--- src/rtl/stream_fifo.sv ---
// rtl/stream_fifo.sv - first-word-fall-through FIFO with occupancy, threshold flags, flush and sticky errors
module stream_fifo #(
  parameter  int DEPTH  = 8,
  parameter  int DWIDTH = 16,
  localparam int AW     = $clog2(DEPTH)
) (
  input  logic              clk,
  input  logic              rst,
  input  logic              flush,
  input  logic              wr_en,
  input  logic [DWIDTH-1:0] din,
  input  logic              rd_en,
  output logic [DWIDTH-1:0] dout,
  output logic              empty,
  output logic              full,
  output logic [AW:0]       count,
  input  logic [AW:0]       af_thresh,
  input  logic [AW:0]       ae_thresh,
  output logic              almost_full,
  output logic              almost_empty,
  output logic              overflow,
  output logic              underflow
);

  logic [DWIDTH-1:0] r_mem [DEPTH];
  logic [AW:0]       r_wptr;
  logic [AW:0]       r_rptr;
  logic              r_overflow;
  logic              r_underflow;

  logic              w_empty;
  logic              w_full;
  logic              w_rd_acc;
  logic              w_wr_acc;
  logic [AW:0]       w_count;

  // Extra wrap bit on each pointer distinguishes full from empty when the indices match.
  assign w_empty  = (r_wptr == r_rptr);
  assign w_full   = (r_wptr[AW] != r_rptr[AW]) && (r_wptr[AW-1:0] == r_rptr[AW-1:0]);
  assign w_count  = r_wptr - r_rptr;
  assign w_rd_acc = rd_en && !w_empty;
  assign w_wr_acc = wr_en && (!w_full || w_rd_acc);

  always_ff @(posedge clk or posedge rst) begin
    if (rst) begin
      r_wptr      <= '0;
      r_rptr      <= '0;
      r_overflow  <= 1'b0;
      r_underflow <= 1'b0;
    end else if (flush) begin
      r_wptr      <= '0;
      r_rptr      <= '0;
      r_overflow  <= 1'b0;
      r_underflow <= 1'b0;
    end else begin
      if (w_wr_acc) r_wptr <= r_wptr + 1'b1;
      if (w_rd_acc) r_rptr <= r_rptr + 1'b1;
      if (wr_en && !w_wr_acc) r_overflow  <= 1'b1;
      if (rd_en && !w_rd_acc) r_underflow <= 1'b1;
    end
  end

  // Storage carries no reset; a flush cycle must not deposit din.
  always_ff @(posedge clk) begin
    if (w_wr_acc && !flush) r_mem[r_wptr[AW-1:0]] <= din;
  end

  assign dout         = w_empty ? '0 : r_mem[r_rptr[AW-1:0]];
  assign empty        = w_empty;
  assign full         = w_full;
  assign count        = w_count;
  assign almost_full  = (w_count >= af_thresh);
  assign almost_empty = (w_count <= ae_thresh);
  assign overflow     = r_overflow;
  assign underflow    = r_underflow;

endmodule

--- config.mk ---
export PLATFORM = sky130hd
export DESIGN_NAME = stream_fifo
export DESIGN_NICKNAME = d
export VERILOG_FILES = /design/src/rtl/stream_fifo.sv
export SDC_FILE = /design/constraint.sdc
export NUM_CORES = 1
export LEC_CHECK = 0
export ABC_AREA = 1
export CORE_MARGIN = 4
export CORE_UTILIZATION = 25
export DETAILED_ROUTE_END_ITERATION = 10
export PLACE_DENSITY = 0.41
export SLEW_MARGIN = 20
export SYNTH_ARGS = -nofsm -noshare
export SYNTH_HDL_FRONTEND = slang
export SYNTH_SLANG_ARGS = --single-unit
--- constraint.sdc ---
create_clock -name clk -period 3.7 [get_ports clk]
set_input_delay 0.37 -clock clk [delete_from_list [all_inputs] [get_ports clk]]
set_output_delay 0.37 -clock clk [all_outputs]
set_load 0.05 [all_outputs]
Yosys cells after proc, flatten, opt, wreduce, memory -nomap -nowiden --
Memories as Yosys holds them, arrays and structs flattened. Index checks and enable logic that the tools add are counted.
Cells by class: add/sub/neg operators 3, order comparisons 2, equal/unequal tests 3, mux-type cells 11, reduce and logical (&&, ||, !) cells 16
Operators by type and width (count):
- 16-bit two-way mux | 1
- 4-bit two-way mux | 4
- 4-bit by 1-bit adder with 4-bit output (second input constant) | 2
- 2-bit nonzero test | 4
- 1-bit logical AND | 6
- 1-bit two-way mux | 6
- 1-bit zero test | 5
- 4-bit equality test | 1
- 4-bit >= comparator | 1
- 4-bit less-or-equal comparator | 1
- 4-bit subtractor | 1
- 3-bit equality test | 1
- 1-bit logical OR | 1
- 1-bit inequality test | 1
Word-level totals: bits in registers 10, memory bits (writable) 128, input bits 29, memories 1
Memory list:
- r_mem | words 8, bits a word 16, rd ports 1, clocked after Yosys merged registers in 0, wr ports 1, line 25 | logic [DWIDTH-1:0] r_mem [DEPTH];

Logic depth before layout (Yosys ltp) --
Gate-level depths: netlist of run 1.
word-level depth 9, depth in mapped cells 12, gate-level depth less buffers 11

Worst setup path after synthesis of run 1 --
No wires, ideal clock.
path type register to output, start point register r_rptr[2], end point output port almost_empty, arrival time 3.343 ns, data required time 3.330 ns, path slack -0.013 ns, stages on the path, launching flop included 8, buffers on the path 1, path through dfrtp_1 > clkinv_1 > clkbuf_1 > ha_1 > xor2_1 > ha_1 > nand2_1 > o21ai_0
On the way: word-level cells in the longest chain between the ends 2
Ends and longest elaborated chain:
- from (decl) | line 27 | logic [AW:0] r_rptr;
- from (signal assigned) | line 57 | if (w_rd_acc) r_rptr <= r_rptr + 1'b1;
- 4-bit subtractor | line 40 | assign w_count = r_wptr - r_rptr;
- via count[2] | line 16 | output logic [AW:0] count,
- 4-bit less-or-equal comparator | line 73 | assign almost_empty = (w_count <= ae_thresh);
- to (decl) | line 20 | output logic almost_empty,
The timed path passes the listed nets, and every way through them passes these cells.

Worst setup path after layout of run 1 --
start point register r_rptr[0], end point output port almost_empty
On the way: word-level cells in the longest chain between the ends 2
Ends and longest elaborated chain (line):
- 4-bit subtractor | 40
- 4-bit less-or-equal comparator | 73
Every way passes these cells.

==> impl_metrics.py, run 1 <==
metrics = {
    "pwr": {
        "power.density_nw_per_um2": 573,
        "irDropWorstVdd_mv": 0.200,
        "leakage_nw": 3.26,
    },
    "yosys": {
        "synthTopCellsByArea": "edfxtp_1, nand2_1, nor2_1",
        "synth_fp_nets": 672,
        "yosysWarnings": 0,
        "yosysTopAreaCellShare_pct": 59.8,
        "synth-seq-area-share_pct": 63.6,
        "postSynthCellCount": 629,
        "ys_types": 30,
        "synth-seq-cells": 138,
        "yosysTopAreaCell": "edfxtp_1",
        "avgSynthCellArea_um2": 10.2,
        "syn-cell-area_um2": 6430,
    },
    "detailed_routing": {
        "drt_iter0_markers": 194,
        "avgRoutedWirePerCell_um": 15.6,
        "first_pass_iters": 4,
        "ant_nets": 0,
        "drt_wl_total_um": 16100,
        "drc": 0,
        "vias": 4379,
        "via_per_inst": 4.25,
    },
    "timing": {
        "period_needed_ns": 3.30,
        "grt_setup_unrepaired": "false",
        "setup_viol": 0,
        "fmax_mhz": 303,
        "finalClockSkew_ns": 0.00848,
        "maxSlewViolCount": 0,
        "tightest_slew_ns": 0.652,
        "fin_crit_sh_pct": 89.2,
        "max_slew_margin_pct": 56.4,
        "finalSetupTns_ns": 0,
        "final_hold_viol_count": 0,
    },
    "clock_network": {
        "clock_latency_ns": 0.42,
        "htreeDepth": 4,
        "cts_buffer_depth": 2,
        "cts.hold.buffers_added": 0,
        "cts_num_sinks": 138,
        "post_cts_resized": 0,
        "cts-root-buf": "clkbuf_16",
        "cts_tree": "yes",
        "path_clk_slew_ns": 0.06,
        "cts_setup_buffers": 0,
        "cts_made_buffers": 17,
    },
    "setup_path": {
        "crit_path_top_delay_cell": "dfrtp_2",
        "r2r_start": "r_rptr[0]",
        "r2r_end": "r_mem[4][11]",
        "end_kind": "primary output",
        "cp_common_cell": "ha_1",
        "crit_path_start_kind": "register",
        "cp.required_ns": 3.33,
        "cp_cell_sequence": "ha_1, inv_1, fa_1, xor2_1, ha_1, nand2_1, o21ai_0, o21ai_1, buf_12",
        "critPathTopFamily": "adder cells",
        "cp_slowest_stage_delay_ns": 0.68,
        "crit_fanout": 25,
        "r2r_slack_ns": 1.05,
        "ff2ff_path_depth": 7,
        "arrival_ns": 2.93,
        "path_buf_inv": 2,
        "crit_type": "reg -> out",
    },
    "cells_and_area": {
        "nNetsFinal": 730,
        "diodes": 0,
        "syn_to_final_growth_pct": 23.6,
        "final_cells": 1030,
        "final_util_pct": 31.5,
        "design_area_um2": 7950,
        "layout-drive-gt1-share_pct": 11.4,
        "n_fill_cell": 2604,
    },
    "placed_design": {
        "port_buffers": 54,
        "place_congestion": 0.745,
        "placed_area_um2": 7350,
        "dp_hpwl_um": 9490,
        "post-place-cells": 998,
    },
    "grt": {
        "grt_pass1_wl_um": 24900,
        "grt_max_degree": 47,
        "grt_pass1_vias": 4343,
        "antenna_found_initial": 0,
        "grt_overflow_total": 0,
        "grt.total_usage_pct": 11.5,
    },
    "die": {
        "core_area_um2": 25300,
        "die-width_um": 168,
        "die-area_um2": 28400,
        "placementRows": 58,
        "die_h_um": 168,
        "start_util_pct": 25.5,
        "io_pins": 55,
    },
    "job": {
        "cap_violations": 0,
    },
    "min_path": {
        "hp-class": "in -> async",
    },
    "status": {
        "status": "finished clean",
    },
}
==> through the flow <==
stage	hold WS, ns	total power [mW]	setup WS (ns)
global placement	0.506	2.89	0.784
CTS	0.252	4.62	0.333
global route	0.283	4.77	0.206
finish	0.253	4.56	0.400
detailed placement	0.518	2.90	0.784
floorplan	0.210	2.55	0.354
==> registers in the layout, indices dropped and copies added, names as in the netlist <==
register / count
r_mem: 128
overflow: 1
r_rptr: 4
r_wptr: 4
underflow: 1
==> cell families after synthesis <==
| logic type | after synthesis | synth area share (%) |
|---|---|---|
| and+or+nand+nor | 299 | 19.5 |
| AOI/OAI and AO/OA | 58 | 5.25 |
| buffers and inverters | 117 | 8.40 |
| adders and majority gates | 14 | 2.84 |
| xor gates and xnor gates | 3 | 0.409 |
| DFF | 138 | 63.6 |
==> Yosys cell counts, drive strengths merged <==
| cell type | n |
|---|---|
| fa | 1 |
| buf | 23 |
| clkinv | 2 |
| nand2 | 128 |
| o21ai | 35 |
| nand3 | 53 |
| clkbuf | 6 |
| ha | 13 |
| dfrtp | 10 |
| inv | 86 |
| a31oi | 1 |
| a21oi | 5 |
| nand3b | 1 |
| nor2 | 110 |
| o211ai | 1 |
| edfxtp | 128 |
| nand4 | 7 |
| xor2 | 3 |
| o21bai | 16 |
==> cell usage in the layout (no fill, tap or decap), drive strengths merged <==
| cell type | n |
|---|---|
| buf | 37 |
| clkinvlp | 4 |
| o21bai | 16 |
| clkdlybuf4s50 | 31 |
| nand3b | 1 |
| o211ai | 1 |
| ha | 13 |
| nand2 | 128 |
| clkbuf | 18 |
| inv | 88 |
| clkinv | 7 |
| nand4 | 7 |
| bufinv | 3 |
| o21ai | 35 |
| a31oi | 1 |
| edfxtp | 128 |
| nor2 | 110 |
| fa | 1 |
| a21oi | 5 |
| nand3 | 53 |
| dfrtp | 10 |
| xor2 | 3 |
==> power breakdown <==
part           total, mW  switching, mW  internal (mW)
Sequential          1.76         0.0286           1.73
Clock               1.71          0.649           1.06
Combinational       1.08          0.719          0.365
Total               4.56           1.40           3.16
==> routing by layer <==
layer	vias up	wire [um]	global-route usage (%)	part of all wire (%)
li1	2175	-	-	-
met1	2093	7420	14.9	46
met2	100	7780	19.3	48
met3	11	680	2.54	4.2
met4	0	204	3.67	1.3
met5	-	0	0	0
==> worst reg2reg max path: cells and delay by family, from the launching register on <==
family | cells | cell delay [ns]
adders and majority gates | 1 | 0.39
DFF | 1 | 0.68
and+or+nand+nor | 4 | 0.96
buffers and inverters | 2 | 0.33
==> area by class of cell <==
type	instances	area [um2]	share of cell area, %
Clock inverter	14	173	2.17
Multi-Input combinational cell	374	1800	22.6
Clock buffer	18	429	5.40
Inverter	88	330	4.15
Timing Repair Buffer	68	713	8.97
Tap cell	330	413	5.19
Sequential cell	138	4100	51.5
==> worst max path at each step <==
stage	end	cells past startpoint	slack, ns	startpoint
floorplan	almost_empty	8	0.35	r_rptr[2]
global placement	almost_empty	9	0.78	r_rptr[0]
detailed placement	almost_empty	9	0.78	r_rptr[0]
CTS	almost_empty	9	0.33	r_rptr[0]
global route	almost_empty	9	0.21	r_rptr[0]
finish	almost_empty	9	0.40	r_rptr[0]
Power figures use the tool's default switching activity.
==> inputs of run 2 (changes only) <==
Settings changed: CORE_UTILIZATION 25 to 45, PLACE_DENSITY 0.41 to 0.65.
==> impl_metrics.py, run 2 (synthesis results as in run 1) <==
metrics = {
    "detailed_routing": {
        "vias": 4476,
        "drt_wl_total_um": 14100,
        "drc": 0,
        "drt_iter0_markers": 336,
        "first_pass_iters": 6,
        "ant_nets": 0,
        "via_per_inst": 5.08,
        "avgRoutedWirePerCell_um": 16.0,
    },
    "job": {
        "cap_violations": 0,
    },
    "grt": {
        "grt_overflow_total": 0,
        "antenna_found_initial": 0,
        "grt.total_usage_pct": 18.2,
        "grt_pass1_vias": 4349,
        "grt_pass1_wl_um": 22400,
        "grt_max_degree": 69,
    },
    "setup_path": {
        "cp.required_ns": 3.33,
        "critPathTopFamily": "adder cells",
        "crit_path_start_kind": "register",
        "arrival_ns": 2.76,
        "cp_cell_sequence": "inv_1, ha_1, inv_1, fa_1, xor2_1, ha_1, nand2_1, o21ai_0, o21ai_1, buf_12",
        "path_buf_inv": 3,
        "startpoint": "r_wptr[0]",
        "cp_slowest_stage_delay_ns": 0.46,
        "end_kind": "primary output",
        "r2r_start": "r_wptr[0]",
        "crit_type": "reg -> out",
        "crit_path_top_delay_cell": "dfrtp_1",
        "crit_fanout": 8,
    },
    "die": {
        "die-width_um": 128,
        "core_area_um2": 13900,
        "die-area_um2": 16300,
        "start_util_pct": 46.2,
        "placementRows": 43,
        "io_pins": 55,
        "die_h_um": 128,
    },
    "timing": {
        "whs_ns": 0.244,
        "tightest_slew_ns": 0.927,
        "fmax_mhz": 319,
        "finalSetupTns_ns": 0,
        "finalClockSkew_ns": 0.00450,
        "final_hold_viol_count": 0,
        "period_needed_ns": 3.13,
        "grt_setup_unrepaired": "false",
        "max_slew_margin_pct": 38.1,
        "maxSlewViolCount": 0,
        "fin_crit_sh_pct": 84.6,
        "setup_viol": 0,
    },
    "clock_network": {
        "cts.hold.buffers_added": 0,
        "cts_tree": "yes",
        "clock_latency_ns": 0.41,
        "htreeDepth": 4,
        "cts_made_buffers": 17,
        "path_clk_slew_ns": 0.06,
        "post_cts_resized": 0,
        "cts_buffer_depth": 2,
        "cts_setup_buffers": 0,
        "cts-root-buf": "clkbuf_16",
        "cts_num_sinks": 138,
    },
    "pwr": {
        "power_mw": 4.48,
        "irDropWorstVdd_mv": 0.317,
        "power.density_nw_per_um2": 580,
        "leakage_nw": 3.26,
    },
    "cells_and_area": {
        "final_cell_mix": "edfxtp_1, nand2_1, nor2_1",
        "syn_to_final_growth_pct": 20.1,
        "nNetsFinal": 732,
        "layout-drive-gt1-share_pct": 11.4,
        "final_common_cell": "edfxtp_1",
        "largest_reg_flops": 128,
        "diodes": 0,
    },
    "placed_design": {
        "port_buffers": 54,
        "place_congestion": 0.850,
        "dp_hpwl_um": 8130,
    },
    "min_path": {
        "hp-class": "in -> async",
    },
    "status": {
        "status": "finished clean",
    },
}
[run 2: where the power goes]
group	switching [mW]	internal, mW
Combinational	0.711	0.360
Sequential	0.0132	1.73
Clock	0.610	1.05
Total	1.33	3.14
[run 2: per-layer routing]
metal	wire length, um	GRT usage [%]	vias to the layer above
met3	752	4.56	31
met1	6230	22.7	2135
met4	282	7.07	0
met5	0	0	-
met2	6850	30.5	121
li1	-	-	2189
[run 2: path summary, 6_finish.rpt]
kind                            slack [ns]           end  depth (start not counted)
min in group clk                      0.53      overflow                          2
worst max register to register        1.22   r_mem[5][1]                          8
worst min register to register        0.53      overflow                          2
worst min-delay path                  0.24      overflow                          2
max in group asynchronous             3.14     r_rptr[0]                          2
worst max-delay path                  0.57  almost_empty                         10
[run 2: area by class of cell]
class / count / area [um2]
inverters: 88 / 332
clock inverters: 12 / 150
clock buffers: 19 / 433
fillers: 1160 / 6210
multi-input cells: 374 / 1800
repair buffers: 70 / 691
well taps: 180 / 225
flip-flops and latches: 138 / 4100
[run 2: per-stage QoR]
step	setup WS [ns]	instance area (um2)	cells	utilization [%]
floorplan	0.354	6430	629	-
global placement	1.04	7140	850	51.2
detailed placement	0.996	7140	850	51.2
CTS	0.553	7720	881	55.4
global route	0.325	7720	881	55.4
finish	0.569	7720	881	55.4
==> RTL change 1, RTL diff (settings of run 2) <==
Register the output `count`; this adds one clock of latency there. The other outputs are not delayed to match.
--- a/src/rtl/stream_fifo.sv
+++ b/src/rtl/stream_fifo.sv
@@ -69,5 +69,7 @@
   assign empty        = w_empty;
   assign full         = w_full;
-  assign count        = w_count;
+  always_ff @(posedge clk) begin
+    count <= w_count;
+  end
   assign almost_full  = (w_count >= af_thresh);
   assign almost_empty = (w_count <= ae_thresh);
Formal check against the unedited RTL: not equivalent (Yosys sat finds a counterexample within 4 cycles, from zero or initial values and one cycle with rst high).
==> RTL change 1 against run 2 <==
Total power down 2.7%. Global-route usage shrank 0.21 points. Worst setup slack improved by 69 ps. Clock power decreased by 9.6%. Clock skew increased by 1.6 ps. Sequential cell count grew 4. Sequential power up 3%. Register-to-register slack improved by 100 ps. Count of clock-buffer cells in the layout grew 2. Die area grew 1.2%. Area after synthesis increased by 1.2%. Wire length decreased by 0.91%. Cell area is 0.26% lower.
==> RTL change 1: results (changes against run 2) <==
* WP data arrival at 2690 ps (-70 ps)
* Share of cells above drive strength 1 at 10.2% (-1.2 points)
* Aggregate global-route resource usage at 18.0% (-0.21 points)
* Post-synth cell types at 31 (+3.3%)
* CP max FO at 14 (+6)
* Layout Nets at 736 (+0.55%)
* Post-DP Area at 7190 um^2 (+0.70%)
* Routed wire per std cell at 15.8 um (-1.4%)
* Largest net degree at the start of global routing at 61 (-12%)
* Detailed Place HPWL at 8.19 mm (+0.64%)
* Fin area at 7700 um^2 (-0.26%)
* Vias in the first global route at 4276 (-1.7%)
* Hold WS at 264 ps (+20.3 ps)
* Initial DRT Pass Iterations at 5 (-1)
* Mapped Nets at 676 (+0.60%)
* Pre-CTS WS at 1060 ps (+60.0 ps)
* Synth area leaders: edfxtp_1 59%, nand2_1 7.1%, nor2_1 6.3%, inv_1 4.7%, nand3_1 3.9%
* Drt total wl at 14.0 mm (-0.91%)
* R2r setup slk at 1320 ps (+100 ps)
* Pleak at 3.25 nW (-0.26%)
* Fillers at 1195 (+3.0%)
* RD Place Congestion at 0.764 (-10%)
* DR vias/cell at 5.00 (-1.6%)
* Result of the run: completed
* Post-synthesis sequential area ratio at 64.1% (+0.45 points)
* Max stage delay on crit path at 380 ps (-80 ps)
* Worst vdd ir at 0.364 mV (+15%)
* Slew of the pin with the lowest slew margin at 671 ps (-257 ps)
* Placed Cells at 854 (+0.47%)
* Minimum clock period at 3060 ps (-68.7 ps)
[RTL change 1: cell count changes after synthesis, sizes merged]
| cell | change |
|---|---|
| dfxtp | +4 |
[RTL change 1: worst max path at each step]
stage,start,slack (ps),cells past startpoint,to
6_report,r_rptr[1],640,11,almost_empty
5_1_grt,r_rptr[1],420,11,almost_empty
4_1_cts,r_rptr[1],610,11,almost_empty
3_5_place_dp,r_rptr[1],1060,11,almost_empty
3_3_place_gp,r_rptr[1],1070,11,almost_empty
2_1_floorplan,r_rptr[2],390,10,almost_empty
[RTL change 1: power breakdown]
part | switching [W] | internal, W | total (W)
sequential | 0.0000207 | 0.00179 | 0.00181
combinational | 0.000698 | 0.000350 | 0.00105
clock | 0.000598 | 0.000904 | 0.00150
total | 0.00132 | 0.00304 | 0.00436
[RTL change 1: layer usage]
layer | vias up | global-route usage (%) | routed length [um]
met5 | - | 0 | 0
met4 | 0 | 6.18 | 279
met3 | 22 | 5.08 | 826
met2 | 129 | 29.8 | 6840
met1 | 2081 | 22.7 | 6030
li1 | 2194 | - | -
[RTL change 1: cell families after synthesis]
group	Yosys count	synth area share [%]
AOI/OAI and AO/OA	58	5.19
and+or+nand+nor	299	19.2
buffers and inverters	117	8.30
adders and majority gates	14	2.81
xor gates and xnor gates	3	0.404
DFF	142	64.1
[RTL change 1: worst max-delay path: cells and delay by family (launching register included)]
kind                       cells  cell delay (ps)
adders and majority gates      2              640
DFF                            1              380
AOI/OAI and AO/OA              3              540
and+or+nand+nor                4              280
buffers and inverters          2              440
[RTL change 1: cell type report]
type / instances / share of cell area, %
timing repair buffer: 70 / 8.58
multi-input combinational: 374 / 23.3
inverter: 88 / 4.29
clock inverter: 10 / 0.958
clock buffer: 21 / 5.72
tap: 180 / 2.92
sequential: 142 / 54.2
==> RTL change 2, RTL diff (flow settings as in run 2) <==
Without the edit above. Change the parameter `DWIDTH` from 16 to 32.
--- a/src/rtl/stream_fifo.sv
+++ b/src/rtl/stream_fifo.sv
@@ -2,5 +2,5 @@
 module stream_fifo #(
   parameter  int DEPTH  = 8,
-  parameter  int DWIDTH = 16,
+  parameter  int DWIDTH = 32,
   localparam int AW     = $clog2(DEPTH)
 ) (
Ports: changed (resized din and dout); port bits go from 55 to 87. No check against the original RTL was run, so the function may have changed too.
==> RTL change 2 against run 2 <==
First-iteration DRC count rose by 64%. Total power grew 73%. Hold slack lost 100 ps. Wire length up 89%. Area after synthesis up 82%. Sequential cell count grew 128. Global-route usage up 0.49 points. Cell area up 79%. Worst setup slack worse by 150 ps. Critical path type unchanged. Critical endpoint unchanged. Largest cell class unchanged. Largest power group unchanged. Highest routed layer unchanged.
==> RTL change 2: results (changes against run 2) <==
* Result of the run: completed
* P_seq at 0.00337 W (+93%)
* Vias in the first global route at 7763 (+79%)
* Final non-filler cell total at 1552 (+76%)
* Routed wire per std cell at 17.2 um (+7.5%)
* H-tree levels at 1 (-3)
* Post-synth cell types at 26 (-13%)
* Worst vdd ir at 0.383 mV (+21%)
* Post-synthesis sequential area ratio at 67.6% (+4.0 points)
* Max reg flops at 256 (+100%)
* First-pass GRT wire length at 42.6 mm (+90%)
* R2r setup slk at 810 ps (-410 ps)
* CTS Buffer Depth at 3 (+1)
* Pleak at 5.64 nW (+73%)
* Largest net degree at the start of global routing at 133 (+93%)
* Post-synth EDFFs at 256 (+100%)
* Num CTS Buffers at 29 (+12)
* Clock skew at 12.3 ps (+7.77 ps)
* Hold WS at 144 ps (-99.8 ps)
* Fillers at 2177 (+88%)
* Pwr dens at 560 nW/um^2 (-3.5%)
* Pre-CTS WS at 847 ps (-149 ps)
* Skew-Pair Late Insertion Delay at 530 ps (+120 ps)
* Initial DRT Pass Iterations at 4 (-2)
* Multi-input logic area at 2980 um^2 (+66%)
* Share of cells above drive strength 1 at 8.76% (-2.7 points)
* DR vias/cell at 5.00 (-1.5%)
* Slew of the pin with the lowest slew margin at 907 ps (-20.0 ps)
* Slowest stage cell on the critical path: buf_4
* Layout Nets at 1261 (+72%)
* Sw Share at 30.0% (+0.23 points)
* Fraction of registers with async set/reset at 3.76% (-3.5 points)
* PortBufs at 86 (+59%)
* Initial drt markers at 550 (+64%)
* Clk pwr at 0.00258 W (+55%)
* WP data arrival at 2920 ps (+160 ps)
* Post-synth top cells: 256 x edfxtp_1, 224 x nand2_1, 205 x nor2_1
* Placed Cells at 1501 (+77%)
* Max stage delay on crit path at 440 ps (-20 ps)
* Worst R2R End: r_mem[7][15]
* Aggregate global-route resource usage at 18.7% (+0.49 points)
* Detailed Place HPWL at 14.8 mm (+82%)
* RD Place Congestion at 0.790 (-7.0%)
* Post-DP Area at 13000 um^2 (+82%)
[RTL change 2: cell count changes after synthesis, moves of 34 or more]
cell / delta
inv_1: +68
o21ai_0: +44
nand2_1: +100
edfxtp_1: +128
nor2_1: +96
nand3_1: +34
[RTL change 2: metal layers]
| layer | vias to the layer above | GRT usage, % | part of all wire [%] |
|---|---|---|---|
| met4 | 0 | 4.17 | 1.6 |
| met2 | 190 | 32.0 | 49 |
| li1 | 3836 | - | - |
| met1 | 3709 | 25.9 | 45 |
| met3 | 31 | 2.24 | 4.5 |
| met5 | - | 0 | 0 |
[RTL change 2: layout make-up]
| class | count | share of cell area, % |
|---|---|---|
| clock buffer | 36 | 5.44 |
| inverter | 152 | 4.14 |
| multi-input combinational | 646 | 21.6 |
| sequential | 266 | 57.5 |
| tap | 330 | 2.99 |
| clock inverter | 15 | 0.661 |
| timing repair buffer | 107 | 7.68 |
[RTL change 2: worst max path at each step]
stage / start / to / slack [ps] / depth (start not counted)
after floorplan: r_rptr[2] / r_mem[2][0] / 220 / 9
after global placement: r_wptr[0] / r_mem[7][19] / 900 / 8
after detailed placement: r_wptr[0] / r_mem[7][18] / 850 / 8
after CTS: r_rptr[1] / almost_empty / 380 / 9
after global routing: r_rptr[1] / almost_empty / 280 / 8
final: r_rptr[1] / almost_empty / 410 / 9
[RTL change 2: kinds of logic after synthesis]
family	share of synthesized area, %
buf+inv	7.46
xor+xnor	0.224
fa+ha+maj	1.56
flops	67.6
compound gates	5.24
simple gates	17.9
[RTL change 2: worst max-delay path: cells and delay by family (launching register included)]
kind / cells / cell delay (ps)
buffers and inverters: 3 / 680
xor gates and xnor gates: 1 / 390
adders and majority gates: 2 / 600
AOI/OAI and AO/OA: 2 / 220
and+or+nand+nor: 1 / 80
DFF: 1 / 400
